===== src/rtl/mem_byte_reader.sv =====
// Byte-serial readback of the four 16 KB matrix RAM banks, low byte first, valid/ready out.
// Latency start->first out_valid = RAM_LAT+2 cycles; stalls hold out_data/out_last until handshake.
module mem_byte_reader #(
  parameter int RAM_LAT = 1,
  parameter int CNT_W   = 17
) (
  input  logic             clk,
  input  logic             rst,
  input  logic             start,
  input  logic [15:0]      start_addr,
  input  logic [CNT_W-1:0] byte_count,
  output logic [12:0]      ram_addr,
  input  logic [3:0][15:0] ram_q,
  output logic [7:0]       out_data,
  output logic             out_valid,
  input  logic             out_ready,
  output logic             out_last,
  output logic             busy,
  output logic             done
);

  localparam logic [2:0] IDLE  = 3'd0;
  localparam logic [2:0] FETCH = 3'd1;
  localparam logic [2:0] WAIT  = 3'd2;
  localparam logic [2:0] SEND  = 3'd3;
  localparam logic [2:0] FIN   = 3'd4;

  localparam logic [1:0]       WAIT_LAST = 2'(RAM_LAT - 1);
  localparam logic [CNT_W-1:0] CNT_ONE   = CNT_W'(1);

  logic [2:0]       state;
  logic [15:0]      cur_addr;
  logic [CNT_W-1:0] remaining;
  logic [1:0]       bank;
  logic [15:0]      word;
  logic [1:0]       wait_cnt;
  logic [12:0]      addr_q;
  logic             hs;

  // Address goes to the banks combinationally during FETCH so the RAM latency
  // starts counting in that cycle; afterwards the registered copy holds it.
  assign ram_addr  = (state == FETCH) ? cur_addr[13:1] : addr_q;
  assign out_valid = (state == SEND);
  assign out_data  = !out_valid ? 8'h00 : (cur_addr[0] ? word[15:8] : word[7:0]);
  assign out_last  = out_valid && (remaining == CNT_ONE);
  assign busy      = (state == FETCH) || (state == WAIT) || (state == SEND);
  assign done      = (state == FIN);
  assign hs        = out_valid && out_ready;

  always_ff @(posedge clk or negedge rst) begin
    if (!rst) begin
      state     <= IDLE;
      cur_addr  <= 16'h0000;
      remaining <= '0;
      bank      <= 2'd0;
      word      <= 16'h0000;
      wait_cnt  <= 2'd0;
      addr_q    <= 13'd0;
    end else begin
      case (state)
        IDLE: begin
          if (start) begin
            if (byte_count != '0) begin
              cur_addr  <= start_addr;
              remaining <= byte_count;
              state     <= FETCH;
            end else begin
              state <= FIN;
            end
          end
        end
        FETCH: begin
          addr_q   <= cur_addr[13:1];
          bank     <= cur_addr[15:14];
          wait_cnt <= 2'd0;
          state    <= WAIT;
        end
        WAIT: begin
          if (wait_cnt == WAIT_LAST) begin
            word  <= ram_q[bank];
            state <= SEND;
          end else begin
            wait_cnt <= wait_cnt + 2'd1;
          end
        end
        SEND: begin
          if (hs) begin
            remaining <= remaining - CNT_ONE;
            cur_addr  <= cur_addr + 16'd1;
            // Low byte sent -> high byte of the same word is already in hand.
            if (remaining == CNT_ONE)
              state <= FIN;
            else if (!cur_addr[0])
              state <= SEND;
            else
              state <= FETCH;
          end
        end
        FIN: begin
          state <= IDLE;
        end
        default: begin
          state <= IDLE;
        end
      endcase
    end
  end

endmodule

===== config.mk =====
export PLATFORM = sky130hd
export DESIGN_NAME = mem_byte_reader
export DESIGN_NICKNAME = d
export VERILOG_FILES = /design/src/rtl/mem_byte_reader.sv
export SDC_FILE = /design/constraint.sdc
export NUM_CORES = 1
export LEC_CHECK = 0
export ABC_CLOCK_PERIOD_IN_PS = 3600
export CAP_MARGIN = 20
export CORE_MARGIN = 5
export CORE_UTILIZATION = 51
export DETAILED_ROUTE_END_ITERATION = 12
export MAX_ROUTING_LAYER = met4
export PLACE_DENSITY_LB_ADDON = 0.05
export SYNTH_ARGS = -nofsm -noshare
export SYNTH_HDL_FRONTEND = slang
export SYNTH_SLANG_ARGS = --single-unit

===== constraint.sdc =====
create_clock -name clk -period 3.6 [get_ports clk]
set_input_delay 0.36 -clock clk [delete_from_list [all_inputs] [get_ports clk]]
set_output_delay 0.36 -clock clk [all_outputs]
set_load 0.005 [all_outputs]

==> metrics.cfg, run 1 <==
[outcome]
status=finished, final reports clean

[route]
vias_per_cell=5.787
drc=0
num_vias=3617
dr.pass1.iters=4
antenna_left=0
drt_iter0_markers=120
wirelength_um=10390
post_drt_wl_per_cell_um=16.63

[floorplanning]
die_y_um=99.68
core_area_um2=7767
io_pins=126
rows=32
die_w_um=99.68
start_util=0.5280
fp.dieArea_um2=9935

[clocking]
cts.sinks=69
htreeDepth=3
worstSkewPairLatency_ps=350
cts.clk_slew.worst_paths_ps=70
cts_buffers=9
ctsLongestPathBuffers=2
tritoncts=done
cts_setup_buffers=0
cts_root_buf=clkbuf_8

[worst_setup_path]
cp_data_arrival_time_ps=2530
worst_setup_path_start_kind=flop
cp_slowest_cell=clkdlybuf4s50_1
crit_path_max_fanout=5
cp.required_ps=3240
crit_type=flop to primary output
end_kind=primary output
worst-r2r-setup-slack_ps=1420
path_cells=or3_1 -> or2_1 -> nand3b_1 -> nor2_1 -> clkdlybuf4s50_1
slowest_delay_ps=510

[logic_synthesis]
yosys_warnings=0
synthArstFlopShare=1.000
synthCells=400
syn_avg_cell_area_um2=10.25
syn_area_um2=4101
synth_edf_count=0
ys.flop_type=dfrtp_1
synth-seq-cells=69
synth_cell_type_count=50
synth-seq-area-share=0.4210
synth.net_count=505

[timing]
setup_viol=0
finalHoldViolCount=0
fin_crit_ps=2887
finClkSkew_ps=10.43
relSlewSlack=0.5262
drv_slew=0
tightest_slew_ps=710.7
max_freq_mhz=346.4
rsz0062_at_grt=false
setup_tns_ps=0
post-route-period-util=0.8020

[placed_design]
dp.cells=606
dp_hpwl_um=7551
place.gp.congestion=0.8331
portBuffers=125

[finish]
nets=623
fillers=613
multi_input_comb_area_um2=2201
seq_area_um2=1727
antennaDiodeCount=0
drive_above_1_share=0.1625
synthToLayoutAreaGrowth_pct=38.26
finalNonFillerCells=625

[global_route]
busiest_layer=met2
gr-usage-all-layers=0.2249
use_met2=0.3699
grt_max_degree=52
gr-total-overflow=0
met3_usage=0.05610
grt_pass1_vias=3805
grt_pass1_wl_um=17640
antenna_found_initial=0
gr-usage-met1=0.2871

[power_and_ir_drop]
p_int_mw=2.796
p_sw_frac=0.3860
power_mw=4.553
power_density_nw_per_um2=803.0
p_comb_frac=0.521
p_switching_mw=1.757
p_leak_nw=2.226
clkPwrFrac=0.143
power_frac_seq=0.336
ir_worst_vdd_v=0.0004050

[worst_hold_path]
hold_path_class=input port to async pin

[job]
drv_cap=0

[path summary, 6_finish.rpt]
check,startpoint,end,cells past startpoint
min in group clk,remaining[11],remaining[11],1
worst max-delay path,remaining[7],out_last,5
max in group asynchronous,rst,cur_addr[8],4
worst min register to register,remaining[11],remaining[11],1
worst max register to register,state[0],remaining[11],6
worst min-delay path,rst,remaining[7],2
[power groups by stage]
stage / logic, mW / registers [mW] / clock network (mW)
floorplan: 1.70 / 1.34 / 0
global placement: 2.24 / 1.54 / 0
detailed placement: 2.30 / 1.57 / 0
CTS: 2.32 / 1.56 / 0.665
global route: 2.61 / 1.60 / 0.702
finish: 2.37 / 1.53 / 0.653
[flip-flops by register name (all words and copies together) (netlist names)]
name	count
cur_addr	16
remaining	17
state	3
bank	2
addr_q	13
word	16
wait_cnt	2
[cell families after synthesis]
group / share of synthesized area
multiplexers: 0.1949
AND/OR/NAND/NOR: 0.1608
flip-flops: 0.4210
adder cells (fa/ha/maj): 0.01220
buffers and inverters: 0.04789
AO/OA/AOI/OAI: 0.1632
[per-stage QoR]
step           setup WS [ps]  area, um2    util  hold WS [ps]
6_report               712.8       5670  0.7300         389.9
2_1_floorplan           1513       4101       -         64.41
3_5_place_dp            1030       5403  0.6956         470.9
4_1_cts                690.3       5613  0.7226         246.2
3_3_place_gp            1052       5391  0.6941         465.8
5_1_grt                541.4       5670  0.7300         386.7
[layer usage]
metal / share of wire / up-vias
met4: 0.0051 / 0
met1: 0.44 / 1781
met2: 0.51 / 98
met5: 0 / -
li1: - / 1730
met3: 0.049 / 8
[critical path, delay by kind of cell, from the launching register on]
| family | cells | cell delay [ps] |
|---|---|---|
| buffers and inverters | 1 | 510 |
| DFF | 1 | 420 |
| and+or+nand+nor | 4 | 1250 |
[layout by cell type, fill, tap and decap left out, drive strengths merged, types with 16 or more instances in the layout]
cell type	Yosys	layout
a21oi	37	37
clkdlybuf4s50	0	124
dfrtp	69	69
mux2	31	31
mux4	16	16
nand2	21	21
nand3	16	16
nor2	36	36
o21ai	32	32
[cell usage after synthesis (4+ instances only)]
cell | instances | area share
nand3_1 | 16 | 0.020
mux4_2 | 16 | 0.088
buf_2 | 10 | 0.012
a22oi_1 | 5 | 0.0092
clkbuf_1 | 12 | 0.011
nand2b_1 | 4 | 0.0061
o22ai_1 | 9 | 0.014
inv_1 | 10 | 0.0092
nor2_1 | 36 | 0.033
o21ai_1 | 14 | 0.017
a2bb2oi_1 | 6 | 0.013
a21oi_1 | 37 | 0.045
nor4_1 | 5 | 0.0076
dfrtp_1 | 69 | 0.42
ha_1 | 4 | 0.012
o2bb2ai_1 | 4 | 0.0085
buf_6 | 4 | 0.011
nor3_1 | 8 | 0.0098
nand2_1 | 21 | 0.019
and3_1 | 4 | 0.0061
mux2_2 | 31 | 0.085
o21ai_0 | 18 | 0.022
mux2i_1 | 9 | 0.022
[final cells by class]
cell class	count	share of cell area
Tap cell	102	0.02251
Clock inverter	5	0.01037
Clock buffer	11	0.02670
Sequential cell	69	0.3045
Multi-Input combinational cell	292	0.3881
Inverter	10	0.006620
Timing Repair Buffer	136	0.2412
[timing repair]
action	4_1_cts	5_1_grt
hold buffers	0	1
endpoints found under the hold margin	0	6
resized for setup	0	0
Power figures use the tool's default switching activity.
==> run 2, diff against run 1 <==
ABC_CLOCK_PERIOD_IN_PS = 2500   (was 3600)
CORE_UTILIZATION = 43   (was 51)
clock period = 2.5 ns   (was 3.6 ns; I/O delays follow)
==> run 2 against run 1 <==
Via count up 0.39%; sequential cell count unchanged; die area up 17%; routed wire length up 2.5%; clock power up 38%; total power up 46%; non-clock buffer count up 14; final cell count up 6.4%; critical endpoint is now ram_addr[1].
==> metrics.cfg, run 2 (synthesis gave the netlist of run 1 again) <==
[outcome]
status=finished, final reports clean

[route]
antenna_left=0  ; unchanged
vias_per_cell=5.460  ; -5.7%
post_drt_wl_per_cell_um=16.02  ; -3.7%
drc=0  ; unchanged
wirelength_um=10650  ; +2.5%
dr.pass1.iters=6  ; +2
drt_iter0_markers=141  ; +18%
num_vias=3631  ; +0.39%

[clocking]
cts.clk_slew.worst_paths_ps=70  ; about the same
tritoncts=done
worstSkewPairLatency_ps=340  ; about the same
ctsLongestPathBuffers=2  ; unchanged
cts_buffers=9  ; unchanged
cts.sinks=69  ; unchanged
htreeDepth=3  ; unchanged
cts_root_buf=clkbuf_8

[finish]
antennaDiodeCount=0  ; unchanged
top_regs=remaining: 17 flops, cur_addr: 16 flops, word: 16 flops
final_common_cell=clkdlybuf4s50_1
largest_reg_flops=17  ; unchanged
top_register=remaining
nets=637  ; +2.2%
multi_input_comb_area_um2=2206  ; +0.23%
finalNonFillerCells=665  ; +6.4%
final_cell_mix=123 x clkdlybuf4s50_1, 68 x dfrtp_1, 37 x a21oi_1
drive_above_1_share=0.1810  ; +0.01845
fillers=824  ; +34%
synthToLayoutAreaGrowth_pct=41.46
seq_area_um2=1728  ; about the same
stdcell_area_um2=5802  ; +2.3%

[global_route]
busiest_layer=met2
gr-usage-all-layers=0.1971  ; -0.02776
gr-usage-met1=0.2531  ; -0.03408
grt_max_degree=47  ; -9.6%
grt_pass1_wl_um=17710  ; +0.35%
use_met2=0.3162  ; -0.05377
antenna_found_initial=0  ; unchanged
met3_usage=0.04739  ; -0.008710
gr-total-overflow=0  ; unchanged
grt_pass1_vias=3735  ; -1.8%

[worst_setup_path]
crit_type=flop to primary output
crit_path_max_fanout=14  ; +9
worst_setup_path_start_kind=flop
end_kind=primary output
cp.required_ps=2250  ; -990 ps
cp_data_arrival_time_ps=2080  ; -450 ps

[floorplanning]
start_util=0.4418  ; -0.08625
io_pins=126  ; unchanged
die_y_um=107.7  ; +8.0%
die_w_um=107.7  ; +8.0%
fp.dieArea_um2=11590  ; +17%
core_area_um2=9284  ; +20%
rows=35  ; +9.4%

[timing]
fin_crit_ps=2330
post-route-period-util=0.9319
drv_slew=0  ; unchanged
setup_viol=0  ; unchanged
rsz0062_at_grt=false
tightest_slew_ps=763.5  ; +52.77 ps
finClkSkew_ps=8.525  ; -1.909 ps
relSlewSlack=0.4910  ; -0.03518
setup_tns_ps=0  ; unchanged
finalHoldViolCount=0  ; unchanged
max_freq_mhz=429.2

[placed_design]
dp.cells=646  ; +6.6%
dp_hpwl_um=8079  ; +7.0%
place.gp.congestion=0.8620  ; +3.5%
placed_area_um2=5568  ; +3.1%
portBuffers=125  ; unchanged

[power_and_ir_drop]
ir_worst_vdd_v=0.0005550  ; +37%
power_density_nw_per_um2=1143  ; +42%
p_leak_nw=2.293  ; +3.0%
power_mw=6.633  ; +46%

[worst_hold_path]
hold_path_class=input port to async pin

[job]
drv_cap=0  ; unchanged

[run 2: report_power, final]
part / total, mW / switching [mW] / internal, mW
logic: 3.59 / 1.62 / 1.97
registers: 2.14 / 0.481 / 1.66
clock network: 0.904 / 0.392 / 0.512
total: 6.63 / 2.49 / 4.14
[run 2: metrics by stage]
step	utilization	hold slack, ps	setup WS [ps]
after floorplan	-	-45.59	522.9
after global placement	0.5997	280.6	119.8
after detailed placement	0.5997	286.3	86.34
after CTS	0.6221	451.7	19.70
after global routing	0.6249	485.3	28.08
final	0.6249	434.6	170.2
[run 2: area by class of cell]
cell class | count | share of cell area
well taps | 129 | 0.02782
clock inverters | 1 | 0.005176
inverters | 10 | 0.006470
repair buffers | 150 | 0.2545
flip-flops and latches | 69 | 0.2978
clock buffers | 14 | 0.02804
multi-input cells | 292 | 0.3802
[run 2: worst paths after layout]
| kind | from | end | slack [ps] | cells past startpoint |
|---|---|---|---|---|
| max | state[0] | ram_addr[1] | 170 | 5 |
| min | rst | remaining[5] | 430 | 2 |
| max reg2reg | state[0] | cur_addr[7] | 230 | 7 |
| min reg2reg | wait_cnt[0] | wait_cnt[0] | 480 | 2 |
| max in group asynchronous | rst | addr_q[5] | 1420 | 3 |
| min in group clk | wait_cnt[0] | wait_cnt[0] | 480 | 2 |
[run 2: layer usage]
| layer | vias up | routed length [um] |
|---|---|---|
| li1 | 1757 | - |
| met1 | 1759 | 4662 |
| met2 | 107 | 5448 |
| met3 | 8 | 442 |
| met4 | 0 | 99 |
| met5 | - | 0 |
[run 2: what timing repair did]
action                                  CTS  global route
hold endpoints to repair                 23             0
hold buffers                              1             0
setup buffers                             0             3
endpoints found under the setup margin   14            13
resized for setup                         3             1
[run 2: critical path, cell delays in order, from the launching register on]
cell	delay, ps
dfrtp_2	400
inv_1	100
nor3_2	200
buf_6	200
mux2_2	360
clkdlybuf4s50_1	480
==> run 3, diff against run 2 <==
ABC_CLOCK_PERIOD_IN_PS = unset   (was 2500)
==> results of run 3 <==
Final layout, timing and power as in run 2 (identical DEF).
